`src/rtl/seq_divider.sv`:
```
`default_nettype none
// ============================================================================
// Module      : seq_divider
// Description : Iterative restoring divider producing quotient (LO) and
//               remainder (HI) for signed and unsigned operands, one
//               shift-subtract step per clock.
// Revision    : 1.0 - initial release
// ============================================================================
module seq_divider #(
    parameter int WIDTH = 32
) (
    input  logic             clk,
    input  logic             reset,
    input  logic             start,
    input  logic             is_signed,
    input  logic [WIDTH-1:0] dividend,
    input  logic [WIDTH-1:0] divisor,
    output logic             busy,
    output logic             done,
    output logic [WIDTH-1:0] quotient,
    output logic [WIDTH-1:0] remainder,
    output logic             div_by_zero
);

    localparam int c_CW = $clog2(WIDTH);

    localparam logic [1:0] c_IDLE = 2'd0;
    localparam logic [1:0] c_RUN  = 2'd1;
    localparam logic [1:0] c_FIX  = 2'd2;
    localparam logic [1:0] c_DONE = 2'd3;

    logic [1:0]       r_state;
    logic [1:0]       w_next;
    logic [c_CW-1:0]  r_count;
    logic [WIDTH-1:0] r_rem;
    logic [WIDTH-1:0] r_quo;
    logic [WIDTH-1:0] r_dvs;
    logic [WIDTH-1:0] r_dvd_raw;
    logic             r_neg_q;
    logic             r_neg_r;
    logic             r_dz;
    logic [WIDTH-1:0] r_quotient;
    logic [WIDTH-1:0] r_remainder;
    logic             r_div_by_zero;

    logic             w_dvd_neg;
    logic             w_dvs_neg;
    logic [WIDTH-1:0] w_dvd_mag;
    logic [WIDTH-1:0] w_dvs_mag;
    logic [WIDTH:0]   w_shift;
    logic             w_borrow;
    logic [WIDTH-1:0] w_trial;
    logic             w_last;

    assign w_dvd_neg = is_signed & dividend[WIDTH-1];
    assign w_dvs_neg = is_signed & divisor[WIDTH-1];
    assign w_dvd_mag = w_dvd_neg ? (~dividend + 1'b1) : dividend;
    assign w_dvs_mag = w_dvs_neg ? (~divisor + 1'b1) : divisor;

    // The shifted partial remainder is 33 bits wide; when it is not below the
    // divisor the difference always fits back into WIDTH bits.
    assign w_shift  = {r_rem, r_quo[WIDTH-1]};
    assign w_borrow = (w_shift < {1'b0, r_dvs});
    assign w_trial  = w_shift[WIDTH-1:0] - r_dvs;
    assign w_last   = (r_count == c_CW'(WIDTH - 1));

    always_comb begin
        w_next = r_state;
        case (r_state)
            c_IDLE: begin
                if (start) begin
                    w_next = (divisor == '0) ? c_FIX : c_RUN;
                end
            end
            c_RUN: begin
                if (w_last) begin
                    w_next = c_FIX;
                end
            end
            c_FIX:   w_next = c_DONE;
            c_DONE:  w_next = c_IDLE;
            default: w_next = c_IDLE;
        endcase
    end

    always_ff @(posedge clk) begin
        if (reset) begin
            r_state       <= c_IDLE;
            r_count       <= '0;
            r_rem         <= '0;
            r_quo         <= '0;
            r_dvs         <= '0;
            r_dvd_raw     <= '0;
            r_neg_q       <= 1'b0;
            r_neg_r       <= 1'b0;
            r_dz          <= 1'b0;
            r_quotient    <= '0;
            r_remainder   <= '0;
            r_div_by_zero <= 1'b0;
        end else begin
            r_state <= w_next;
            case (r_state)
                c_IDLE: begin
                    if (start) begin
                        r_count   <= '0;
                        r_rem     <= '0;
                        r_quo     <= w_dvd_mag;
                        r_dvs     <= w_dvs_mag;
                        r_dvd_raw <= dividend;
                        r_neg_q   <= w_dvd_neg ^ w_dvs_neg;
                        r_neg_r   <= w_dvd_neg;
                        r_dz      <= (divisor == '0);
                    end
                end
                c_RUN: begin
                    r_count <= r_count + 1'b1;
                    if (w_borrow) begin
                        r_rem <= w_shift[WIDTH-1:0];
                        r_quo <= {r_quo[WIDTH-2:0], 1'b0};
                    end else begin
                        r_rem <= w_trial;
                        r_quo <= {r_quo[WIDTH-2:0], 1'b1};
                    end
                end
                c_FIX: begin
                    // Divide-by-zero returns all-ones and the untouched dividend.
                    if (r_dz) begin
                        r_quotient    <= '1;
                        r_remainder   <= r_dvd_raw;
                        r_div_by_zero <= 1'b1;
                    end else begin
                        r_quotient    <= r_neg_q ? (~r_quo + 1'b1) : r_quo;
                        r_remainder   <= r_neg_r ? (~r_rem + 1'b1) : r_rem;
                        r_div_by_zero <= 1'b0;
                    end
                end
                default: ;
            endcase
        end
    end

    assign busy        = (r_state == c_RUN) || (r_state == c_FIX);
    assign done        = (r_state == c_DONE);
    assign quotient    = r_quotient;
    assign remainder   = r_remainder;
    assign div_by_zero = r_div_by_zero;

endmodule
`default_nettype wire

```
`config.mk`:
```
export PLATFORM = sky130hd
export DESIGN_NAME = seq_divider
export DESIGN_NICKNAME = d
export VERILOG_FILES = /design/src/rtl/seq_divider.sv
export SDC_FILE = /design/constraint.sdc
export NUM_CORES = 1
export LEC_CHECK = 0
export ABC_AREA = 1
export CAP_MARGIN = 20
export CORE_UTILIZATION = 53
export CTS_CLUSTER_SIZE = 14
export DETAILED_ROUTE_END_ITERATION = 6
export PLACE_DENSITY_LB_ADDON = 0.12
export SLEW_MARGIN = 20
export SYNTH_ARGS = -nofsm -noshare
export SYNTH_HDL_FRONTEND = slang
export SYNTH_SLANG_ARGS = --single-unit
export TNS_END_PERCENT = 1
```
`constraint.sdc`:
```
create_clock -name clk -period 2 [get_ports clk]
set_clock_uncertainty 0.15 [all_clocks]
set_input_delay 0.2 -clock clk [delete_from_list [all_inputs] [get_ports clk]]
set_output_delay 0.2 -clock clk [all_outputs]
set_load 0.05 [all_outputs]
```
Word level (Yosys, flattened, before mapping)
Index checks and enable logic that the tools add are counted.

Reductions and logical operators: 7. Equality and inequality tests: 6. Order comparisons: 1. Add/subtract/negate cells: 6. Mux-type cells: 19. $mul: 0. Bitwise gates (word level): 7. Div/mod/pow operators: 0. Shift operators: 0.

Operator list (number): $mux 32 (9); $add 32x1->32 const B (4); $not 32->32 (4); $pmux 32 s2 (2); $lt 33x32->1 (1); $logic_not 32->1 (1); $sub 32x32->32 (1); $pmux 5 s2 (1); $pmux 2 s4 (1); $mux 2 (3); $reduce_and 2->1 (3); $add 5x1->5 const B (1); $eq 5x5->1 const B (1); $mux 5 (1); $eq 2x2->1 const B (2); $ne 2x2->1 const B (2); $and 1x1->1 (2); $eq 2x1->1 const B (1); $logic_not 2->1 (1); $mux 1 (2); $reduce_bool 2->1 (1); $logic_or 1x1->1 (1); $xor 1x1->1 (1).

Output and inout port bits: 67. Memories kept: 0. RAM bits: 0. Bits in latches: 0. Register bits after elaboration: 203. Word-level logic and storage cells: 58. Bits in read-only memories: 0. Input bits: 68.

Logic depth before layout (Yosys ltp)
Gate-level depths: netlist of run 1.

Depth after elaboration: 5. Mapped depth: 17. Depth with buffers taken out: 16.

Worst setup path after synthesis of run 1
OpenSTA, ideal clock, no wires.

Path kind: reg2reg. Start point: register r_quo[31]. End point: register r_rem[28]. Setup time: 136 ps. Data arrival time: 1867 ps. Data required time: 1714 ps. Buffers on the path: 0. Stages on the path, launching flop included: 17. Clock period less this slack: 2154 ps. Slack: -154 ps. Cell sequence: dfxtp_1 > inv_1 > ha_1 > inv_1 > fa_1 > nand3_1 > nand3_1 > nand2_1 > nand2_1 > nand2_1 > nand2_1 > nand2_1 > nand2_1 > nand2_1 > nand3_1 > nand2_1 > a21oi_2.

Cells in the longest elaborated chain, start to end: 3. Elaborated cells between the ends (all ways): 4. Classes of those cells: add/sub: 1; order compare: 1; mux: 2.

RTL lines: start, declared (RTL line 36) `logic [WIDTH-1:0] r_quo;`; start signal, assigned (RTL line 107) `r_quo <= w_dvd_mag;`; start signal, assigned (RTL line 119) `r_quo <= {r_quo[WIDTH-2:0], 1'b0};`; start signal, assigned (RTL line 122) `r_quo <= {r_quo[WIDTH-2:0], 1'b1};`; $sub 32x32->32 / $lt 33x32->1 (equally long branches) (RTL line 64, 63); $mux 32 (*) (RTL line 117) `if (w_borrow) begin`; $pmux 32 s2 (*) (RTL line 102) `case (r_state)`; end signal, assigned (RTL line 118) `r_rem <= w_shift[WIDTH-1:0];`; end signal, assigned (RTL line 121) `r_rem <= w_trial;`; end, declared (RTL line 35) `logic [WIDTH-1:0] r_rem;`.

Every way passes the cells marked *; elsewhere a longest branch is shown, timed or not. A chain may end at the register's enable or synchronous reset.

Final worst setup path of run 1
Start point: register r_rem[10]. End point: register r_rem[30].

Cells in the longest elaborated chain, start to end: 3. Elaborated cells between the ends (all ways): 4. Classes of those cells: add/sub: 1; order compare: 1; mux: 2.

RTL lines (RTL line): $sub 32x32->32 / $lt 33x32->1 (equally long branches) (64, 63); $mux 32 (*) (117); $pmux 32 s2 (*) (102).

Marked as above.

==> results.json, run 1 <==
{
  "async_flop_share_pct": 0,
  "hold_viol_final": 0,
  "dp_hpwl_mm": 41.13,
  "fin_area_sq_um": 20100,
  "layout_common_cells": "nand2_1, buf_4, inv_1, nand3_1, nor2_1",
  "total_power_uw": 23170,
  "ys_seq_area_share_pct": 28.40,
  "track_usage_pct": 37.94,
  "place_area_sq_um": 18500,
  "clockPowerShare_pct": 18.0,
  "synth_cell_type_count": 47,
  "clock_sinks": 203,
  "grt_setup_unrepaired": "true",
  "netlist_instances": 2354,
  "p_leak_uw": 0.009861,
  "slew_headroom_pct": 66.03,
  "num_vias": 17615,
  "maxCapViolations": 0,
  "synthFlopType": "dfxtp_1",
  "clkLatencyLatePin_ps": 530,
  "ys_ff_latch": 203,
  "globalplace.congestion": 0.9866,
  "die_h_um": 166.3,
  "syn2layout_area_growth_pct": 40.52,
  "overflow": 0,
  "syn_area_per_cell_sq_um": 6.078,
  "start_util_pct": 54.44,
  "path_clk_slew_ps": 60,
  "drc_errors": 5,
  "core_area_sq_um": 26280,
  "fin_ws_ps": -326.8,
  "place_ws_ps": -470.2,
  "fmax_mhz": 429.8,
  "cts_buffers": 24,
  "first_pass_iters": 7,
  "cts_max_level": 1,
  "crit_fanout": 12,
  "fin_setup_tns_ps": -9682,
  "period_needed_ps": 2327,
  "wire_per_inst_um": 17.80,
  "wirelength_mm": 55.52,
  "cp-end-kind": "register",
  "dieArea_sq_um": 27660,
  "synth_edf_count": 0,
  "clockBufferDepth": 3,
  "hold_path.class": "primary input to register",
  "p_switching_uw": 10670,
  "comb_power_share_pct": 57.6,
  "ant_nets": 0,
  "port_buffers": 134,
  "root_buffer": "clkbuf_16",
  "synth.net_count": 2465,
  "grt_pass1_vias": 16175,
  "cts_tree": "done",
  "cts_hold_buf": 0,
  "power_density_nw_per_um2": 1152,
  "peakVddDrop_v": 0.001031,
  "fin_crit_sh_pct": 116.3,
  "setup_viol": 41,
  "via_per_inst": 5.648,
  "grt_pass1_wl_mm": 84.86,
  "rows": 59,
  "p_sw_share_pct": 46.04,
  "outcome": "complete, but fails checks",
  "yosysWarningCount": 0,
  "antenna_found_initial": 0,
  "start_kind": "register",
  "fin_nets": 2881,
  "seqPwrFrac_pct": 24.4,
  "synth.cell_area_sq_um": 14310,
  "critPathKind": "register to register",
  "worst_pin_slew_ps": 504.8,
  "ioPinCount": 135,
  "first_iter_violations": 2019,
  "die_w_um": 166.3,
  "timing.hold.ws_ps": 34.94,
  "violations": "DRC, setup timing",
  "slew_viol_final": 0,
  "grt_max_degree": 80,
  "cp.arrival_ps": 2560,
  "antenna_cells": 0,
  "cp.required_ps": 2230,
  "layout_commonest_cell": "nand2_1",
  "drive_gt1_share_pct": 23.49,
  "internal-power_uw": 12500
}
cells in the mapped netlist (10+ instances only):
cell      count  share of area [%]
nor3_1       25               0.87
inv_1       342                9.0
nor2_1      215                5.6
nand3_2      10               0.70
dfxtp_1     203                 28
o211ai_1     20                1.0
clkbuf_1     70                1.8
nand4_1      33                1.4
ha_1         42                3.7
xor2_1       35                2.1
a21oi_1     199                7.0
xnor2_1      18                1.1
nand2_1     576                 15
buf_2        17               0.59
inv_2        15               0.39
o21ai_0     168                5.9
nand3_1     216                7.6
o21ai_1      11               0.38
o221ai_1     10               0.61
a31oi_1      39                1.7
flip-flops by register name (all words and copies together), names as in the netlist, 2 cells and up:
signal / count
remainder: 32
r_count: 5
r_dvs: 32
r_quo: 32
r_dvd_raw: 32
r_rem: 32
r_state: 2
quotient: 32
repair_timing:
item | in CTS | in global routing
buffers inserted | 1 | 9
gates resized for setup | 121 | 160
hold endpoints to repair | 0 | 0
setup endpoints to repair | 105 | 94
gates cloned | 1 | 3
pin swaps | 10 | 39
metrics by stage:
step | instances | util (%)
global placement | 3066 | 70.40
global route | 3119 | 76.50
finish | 3119 | 76.50
floorplan | 2354 | -
detailed placement | 3066 | 70.40
CTS | 3108 | 74.22
final timing paths:
check,startpoint,end,slack (ps),depth (start not counted)
setup / recovery,r_rem[10]$_SDFFE_PP0P_,r_rem[30]$_SDFFE_PP0P_,-330,16
hold / removal,reset,r_dz$_SDFFE_PP0P_,30,3
setup reg to reg,r_rem[10]$_SDFFE_PP0P_,r_rem[30]$_SDFFE_PP0P_,-330,16
hold reg to reg,r_dvd_raw[26]$_SDFFE_PP0P_,r_dvd_raw[26]$_SDFFE_PP0P_,300,2
final cells by class:
type                    count  area, sq um
multi-input cells        1692         9253
fillers                  2084         6176
repair buffers            488         4225
flip-flops and latches    203         4103
inverters                 361         1373
clock buffers              31        646.9
well taps                 335        419.2
clock inverters             9        85.08
critical path: stages (launching register included):
cell and delay, ps:
dfxtp_1 460, ha_4 250, nand2_2 100, inv_1 60, nand2_1 80, nand3_2 90, nand2_1 80, nand2_1 70
inv_1 110, nand2_4 70, nand2_4 130, buf_8 160, nand3_2 70, nand2_1 70, clkinv_1 80, nand2_2 90
a21oi_2 60
power by group through the flow:
stage | clock network (uW) | registers, uW | logic [uW]
2_1_floorplan | 0 | 6140 | 6550
3_3_place_gp | 0 | 5580 | 11800
3_5_place_dp | 0 | 5620 | 12000
4_1_cts | 4170 | 5570 | 12300
5_1_grt | 4350 | 5740 | 14300
6_report | 4160 | 5660 | 13300
logic make-up after synthesis:
family | after synthesis | synth area share [%]
flip-flops | 203 | 28.40
AO/OA/AOI/OAI | 471 | 18.00
AND/OR/NAND/NOR | 1125 | 34.01
XOR/XNOR | 53 | 3.244
adder cells (fa/ha/maj) | 43 | 3.813
buffers and inverters | 459 | 12.53
routing by layer:
metal / track usage, % / part of all wire [%] / vias up
li1: - / - / 8464
met1: 51.97 / 42 / 8069
met5: 0 / 0 / -
met3: 3.861 / 8.3 / 174
met4: 12.76 / 4.3 / 0
met2: 62.30 / 45 / 908
No activity file was read; power rests on OpenSTA's default activity.
==> inputs of run 2 (changes only) <==
CTS_CLUSTER_DIAMETER = 200   (was default)
CTS_CLUSTER_SIZE = default   (was 14)
PLACE_DENSITY_LB_ADDON = 0.15   (was 0.12)
==> run 2 against run 1 <==
Against the previous run:
- the run still ends with DRC, setup timing left
- sequential power is essentially flat
- critical path depth is the same
- design area is essentially flat
- setup slack gained 26 ps
- count of clock-buffer cells in the layout grew 1
- via count shrank 0.60%
- cell count is essentially flat
- die area is the same
- sequential cell count is the same
==> results.json, run 2 (same netlist as run 1, synthesis figures left out) <==
{
  "outcome": "complete, but fails checks",
  "violations": "DRC, setup timing",
  "slowest_stage": "dfxtp_2",
  "fin_setup_tns_ps": -6150,
  "rows": 59,
  "peakVddDrop_v": 0.001382,
  "timing.critical_path.mode_cell": "nand2_1",
  "clockBufferDepth": 3,
  "power_density_nw_per_um2": 1158,
  "timing.hold.ws_ps": 139.9,
  "critPathKind": "register to register",
  "fin_crit_sh_pct": 115.0,
  "cp-end-kind": "register",
  "dieArea_sq_um": 27660,
  "track_usage_pct": 38.44,
  "start_kind": "register",
  "port_buffers": 134,
  "cp_top_family": "simple AND/OR/NAND/NOR gates",
  "slowest_delay_ps": 360,
  "hold_viol_final": 0,
  "dp_hpwl_mm": 41.17,
  "cts_buffers": 24,
  "place_ws_ps": -454.7,
  "clkLatencyLatePin_ps": 540,
  "period_needed_ps": 2300,
  "die_h_um": 166.3,
  "slew_viol_final": 0,
  "fin_nets": 2879,
  "start_util_pct": 54.44,
  "num_vias": 17509,
  "cts_max_level": 1,
  "path_clk_slew_ps": 60,
  "crit_fanout": 16,
  "p_leak_uw": 0.009785,
  "first_iter_violations": 1914,
  "antenna_cells": 0,
  "antenna_found_initial": 0,
  "ant_nets": 0,
  "core_area_sq_um": 26280,
  "cp.arrival_ps": 2610,
  "drive_gt1_share_pct": 23.41,
  "fin_area_sq_um": 20100,
  "die_w_um": 166.3,
  "critPathBufInv": 4,
  "root_buffer": "clkbuf_16",
  "syn2layout_area_growth_pct": 40.49,
  "wire_per_inst_um": 17.40,
  "globalplace.congestion": 1.015,
  "cts_tree": "done",
  "cp.required_ps": 2310,
  "hold_path.class": "primary input to register",
  "total_power_uw": 23280,
  "grt_pass1_vias": 16700,
  "layout_common_cells": "nand2_1, buf_4, inv_1, nand3_1, a21oi_1",
  "worst_pin_slew_ps": 605.5,
  "maxCapViolations": 0,
  "drc_errors": 5,
  "slew_headroom_pct": 59.63,
  "place_area_sq_um": 18520,
  "first_pass_iters": 7,
  "overflow": 0,
  "grt_max_degree": 122,
  "clock_sinks": 203,
  "layout_commonest_cell": "nand2_1",
  "wirelength_mm": 54.28,
  "n_fill_cell": 2076,
  "fin_ws_ps": -300.4,
  "grt_pass1_wl_mm": 85.53,
  "setup_viol": 42,
  "grt_setup_unrepaired": "true",
  "crit_chain": "inv_4 -> ha_4 -> nand2_1 -> nand2_1 -> inv_1 -> nand2_1 -> nand2_1 -> nand3_2 -> nand2_2 -> nand2_4 -> nand2_4 -> buf_12 -> buf_16 -> nand3b_1 -> nand3_2 -> a21oi_2",
  "fmax_mhz": 434.7,
  "via_per_inst": 5.612,
  "ioPinCount": 135
}
## run 2: changes by cell type in the layout (fill, tap and decap cells not counted), moves of 4 or more
cell / previous run / this run
dlygate4sd2_1: 56 / 64
dlymetal6s2s_1: 7 / 1
inv_1: 305 / 317
inv_2: 46 / 37
nand2_2: 41 / 47
nor2_1: 192 / 183
nor2_2: 21 / 26
nor2_4: 13 / 17
o21ai_0: 164 / 160
o21ai_1: 13 / 18
## run 2: worst min-delay path: cells and delay by family
family | cells | cell delay [ps]
compound gates | 2 | 190
buf+inv | 2 | 380
## run 2: per-stage QoR
step | utilization, % | std cells
global route | 76.49 | 3120
floorplan | - | 2354
global placement | 70.45 | 3069
detailed placement | 70.45 | 3069
finish | 76.49 | 3120
CTS | 75.50 | 3118
## run 2: repair_timing
action	CTS	global route
endpoints found under the setup margin	113	81
gates resized for setup	202	77
setup buffers	4	2
hold buffers	1	0
pin swaps	17	18
cloned	1	0
hold endpoints to repair	1	0
## run 2: path summary, 6_finish.rpt
path / startpoint / end / slack [ps] / cells after the start
min reg2reg: r_dvd_raw[13]$_SDFFE_PP0P_ / r_dvd_raw[13]$_SDFFE_PP0P_ / 300 / 2
max: r_dvs[4]$_SDFFE_PP0P_ / r_rem[23]$_SDFFE_PP0P_ / -300 / 16
max reg2reg: r_dvs[4]$_SDFFE_PP0P_ / r_rem[23]$_SDFFE_PP0P_ / -300 / 16
min: dividend[6] / r_dvd_raw[6]$_SDFFE_PP0P_ / 140 / 4
## run 2: area by class of cell
class                   instances  area, sq um  area share, %
repair buffers                486         4154          20.67
flip-flops and latches        203         4101          20.40
clock buffers                  32        670.6          3.336
multi-input cells            1692         9264          46.09
clock inverters                11        126.4         0.6287
inverters                     361         1365          6.791
well taps                     335        419.2          2.085
## run 2: routing by layer
layer | part of all wire (%) | track usage (%)
met2 | 45 | 62.96
met5 | 0 | 0
met3 | 8.3 | 4.480
met4 | 5.2 | 19.12
met1 | 42 | 50.16
## run 2: where the power goes
part | switching (uW) | internal, uW
Combinational | 8110 | 5100
Clock | 1820 | 2620
Sequential | 691 | 4940
Total | 10600 | 12700
==> inputs of run 3 (changes only) <==
--- a/config.mk
+++ b/config.mk
@@ -12,5 +12,5 @@
 export DETAILED_ROUTE_END_ITERATION = 6
 export PLACE_DENSITY_LB_ADDON = 0.15
-export SLEW_MARGIN = 20
+export SLEW_MARGIN = 40
 export SYNTH_ARGS = -nofsm -noshare
 export SYNTH_HDL_FRONTEND = slang
==> constraint.sdc (replaced) <==
create_clock -name clk -period 2 [get_ports clk]
set_clock_uncertainty 0.15 [all_clocks]
set_input_delay 0.2 -clock clk [delete_from_list [all_inputs] [get_ports clk]]
set_output_delay 0.2 -clock clk [all_outputs]
set_load 0.02 [all_outputs]
==> run 3 against run 2 <==
Against the previous run:
- combinational power shrank 5%
- count of clock-buffer cells in the layout shrank 5
- die area is the same
- the run still ends with DRC, setup timing left
- cell count shrank 0.29%
- largest power group unchanged
- critical path depth shrank 2
==> results.json, run 3 (same netlist as run 1, synthesis figures left out) <==
{
  "clock_sinks": 203,
  "fmax_mhz": 450.5,
  "n_fill_cell": 2065,
  "cp.arrival_ps": 2450,
  "multi_input_area_sq_um": 9234,
  "drive_gt1_share_pct": 22.95,
  "clockBufferDepth": 3,
  "cts_buffers": 24,
  "grt_max_degree": 122,
  "root_buffer": "clkbuf_16",
  "globalplace.congestion": 1.021,
  "setup_viol": 40,
  "drc_errors": 5,
  "stdcell_count": 3111,
  "timing.hold.ws_ps": 28.43,
  "slowest_stage": "dfxtp_1",
  "crit_chain": "inv_1 -> ha_4 -> buf_4 -> nand2_2 -> nor2_2 -> inv_1 -> nor2_2 -> nand4_1 -> nand3_1 -> nand2_1 -> nand2_2 -> nand2_2 -> nand3_1 -> a21oi_1",
  "violations": "DRC, setup timing",
  "clockPowerShare_pct": 21.1,
  "rows": 59,
  "cts_hold_buf": 0,
  "power_density_nw_per_um2": 1144,
  "p_switching_uw": 10060,
  "cp.required_ps": 2230,
  "register_area_sq_um": 4108,
  "wire_per_inst_um": 17.47,
  "grt_setup_unrepaired": "true",
  "port_buffers": 134,
  "dp_hpwl_mm": 41.13,
  "hold_viol_final": 0,
  "timing.critical_path.mode_cell": "nand2_2",
  "period_needed_ps": 2220,
  "worst_pin_slew_ps": 613.9,
  "p_leak_uw": 0.009476,
  "outcome": "complete, but fails checks",
  "syn2layout_area_growth_pct": 40.88,
  "slew_headroom_pct": 59.07,
  "total_power_uw": 23070,
  "ant_nets": 0,
  "num_vias": 17623,
  "slew_viol_final": 0,
  "via_per_inst": 5.665,
  "dpl.cell_count": 3061,
  "fin_nets": 2869,
  "first_pass_iters": 7,
  "layout_common_cells": "nand2_1, buf_4, inv_1, nand3_1, a21oi_1",
  "fin_ws_ps": -220.0,
  "die_h_um": 166.3,
  "seqPwrFrac_pct": 24.5,
  "cp_top_family": "simple AND/OR/NAND/NOR gates",
  "dieArea_sq_um": 27660,
  "core_area_sq_um": 26280,
  "clkLatencyLatePin_ps": 530,
  "antenna_cells": 0,
  "start_kind": "register",
  "antenna_found_initial": 0,
  "wirelength_mm": 54.35,
  "crit_fanout": 3,
  "p_sw_share_pct": 43.60,
  "internal-power_uw": 13010,
  "grt_pass1_wl_mm": 84.73,
  "fin_util_pct": 76.70,
  "maxCapViolations": 0,
  "overflow": 0,
  "cp-end-kind": "register",
  "track_usage_pct": 38.05,
  "first_iter_violations": 1993,
  "grt_pass1_vias": 16281,
  "layout_commonest_cell": "nand2_1",
  "ioPinCount": 135,
  "hold_path.class": "primary input to register",
  "critPathKind": "register to register",
  "fin_crit_sh_pct": 111.0,
  "cts_max_level": 1,
  "cts_tree": "done",
  "start_util_pct": 54.44,
  "comb_power_share_pct": 54.4,
  "critPathBufInv": 3,
  "path_clk_slew_ps": 70,
  "peakVddDrop_v": 0.001166,
  "slowest_delay_ps": 300,
  "die_w_um": 166.3
}
-- run 3: cell types whose count changed in the layout (fill, tap and decap cells not counted), sizes merged --
| cell | before | now |
|---|---|---|
| bufinv | 2 | 5 |
| dlymetal6s2s | 1 | 0 |
| inv | 358 | 362 |
| clkinv | 11 | 10 |
| dlygate4sd2 | 64 | 1 |
| dlygate4sd3 | 1 | 0 |
| clkdlybuf4s50 | 65 | 131 |
| buf | 355 | 343 |
| clkbuf | 32 | 28 |
-- run 3: area by class of cell --
type / count / share of cell area [%]
multi-input cells: 1692 / 45.81
repair buffers: 476 / 20.58
flip-flops and latches: 203 / 20.38
inverters: 361 / 6.785
clock buffers: 27 / 3.184
well taps: 335 / 2.079
clock inverters: 17 / 1.186
-- run 3: path summary, 6_finish.rpt --
| path | endpoint | cells past startpoint | start | slack [ps] |
|---|---|---|---|---|
| max | r_rem[20]$_SDFFE_PP0P_ | 14 | r_dvs[16]$_SDFFE_PP0P_ | -220 |
| min | r_dvs[23]$_SDFFE_PP0P_ | 4 | reset | 30 |
| max reg2reg | r_rem[20]$_SDFFE_PP0P_ | 14 | r_dvs[16]$_SDFFE_PP0P_ | -220 |
| min reg2reg | r_dvd_raw[30]$_SDFFE_PP0P_ | 2 | r_dvd_raw[30]$_SDFFE_PP0P_ | 300 |
-- run 3: metal layers --
layer  share of wire, %  wire (um)  GRT usage [%]  up-vias
met4                4.1       2221          14.01        0
met5                  0          0              0        -
met2                 46      24990          63.51      812
met1                 43      23140          50.79     8195
met3                7.4       3998          3.980      163
li1                   -          -              -     8453
-- run 3: metrics by stage --
| step | instance area (sq um) | worst slack, ps | TNS [ps] |
|---|---|---|---|
| 2_1_floorplan | 14410 | -6.044 | -14.37 |
| 3_3_place_gp | 18460 | -350.2 | -16240 |
| 3_5_place_dp | 18460 | -355.1 | -18770 |
| 4_1_cts | 19870 | -207.0 | -5539 |
| 5_1_grt | 20160 | -349.1 | -11870 |
| 6_report | 20160 | -220.0 | -5798 |
-- run 3: power by group through the flow --
stage	Clock (uW)	Sequential (uW)	Combinational, uW
6_report	4860	5660	12600
5_1_grt	5030	5740	13600
4_1_cts	4870	5590	11900
3_5_place_dp	0	5620	11300
3_3_place_gp	0	5580	11100
2_1_floorplan	0	5690	6500
-- run 3: what timing repair did --
item,CTS,global route
gates cloned,1,0
gates resized for setup,112,95
buffers inserted,4,1
pin swaps,22,13
setup endpoints to repair,50,97
hold endpoints to repair,0,0
-- run 3: tightest hold or removal path, stage by stage --
cell and delay, ps:
buf_4 110, inv_2 170, o221ai_1 130, inv_1 50
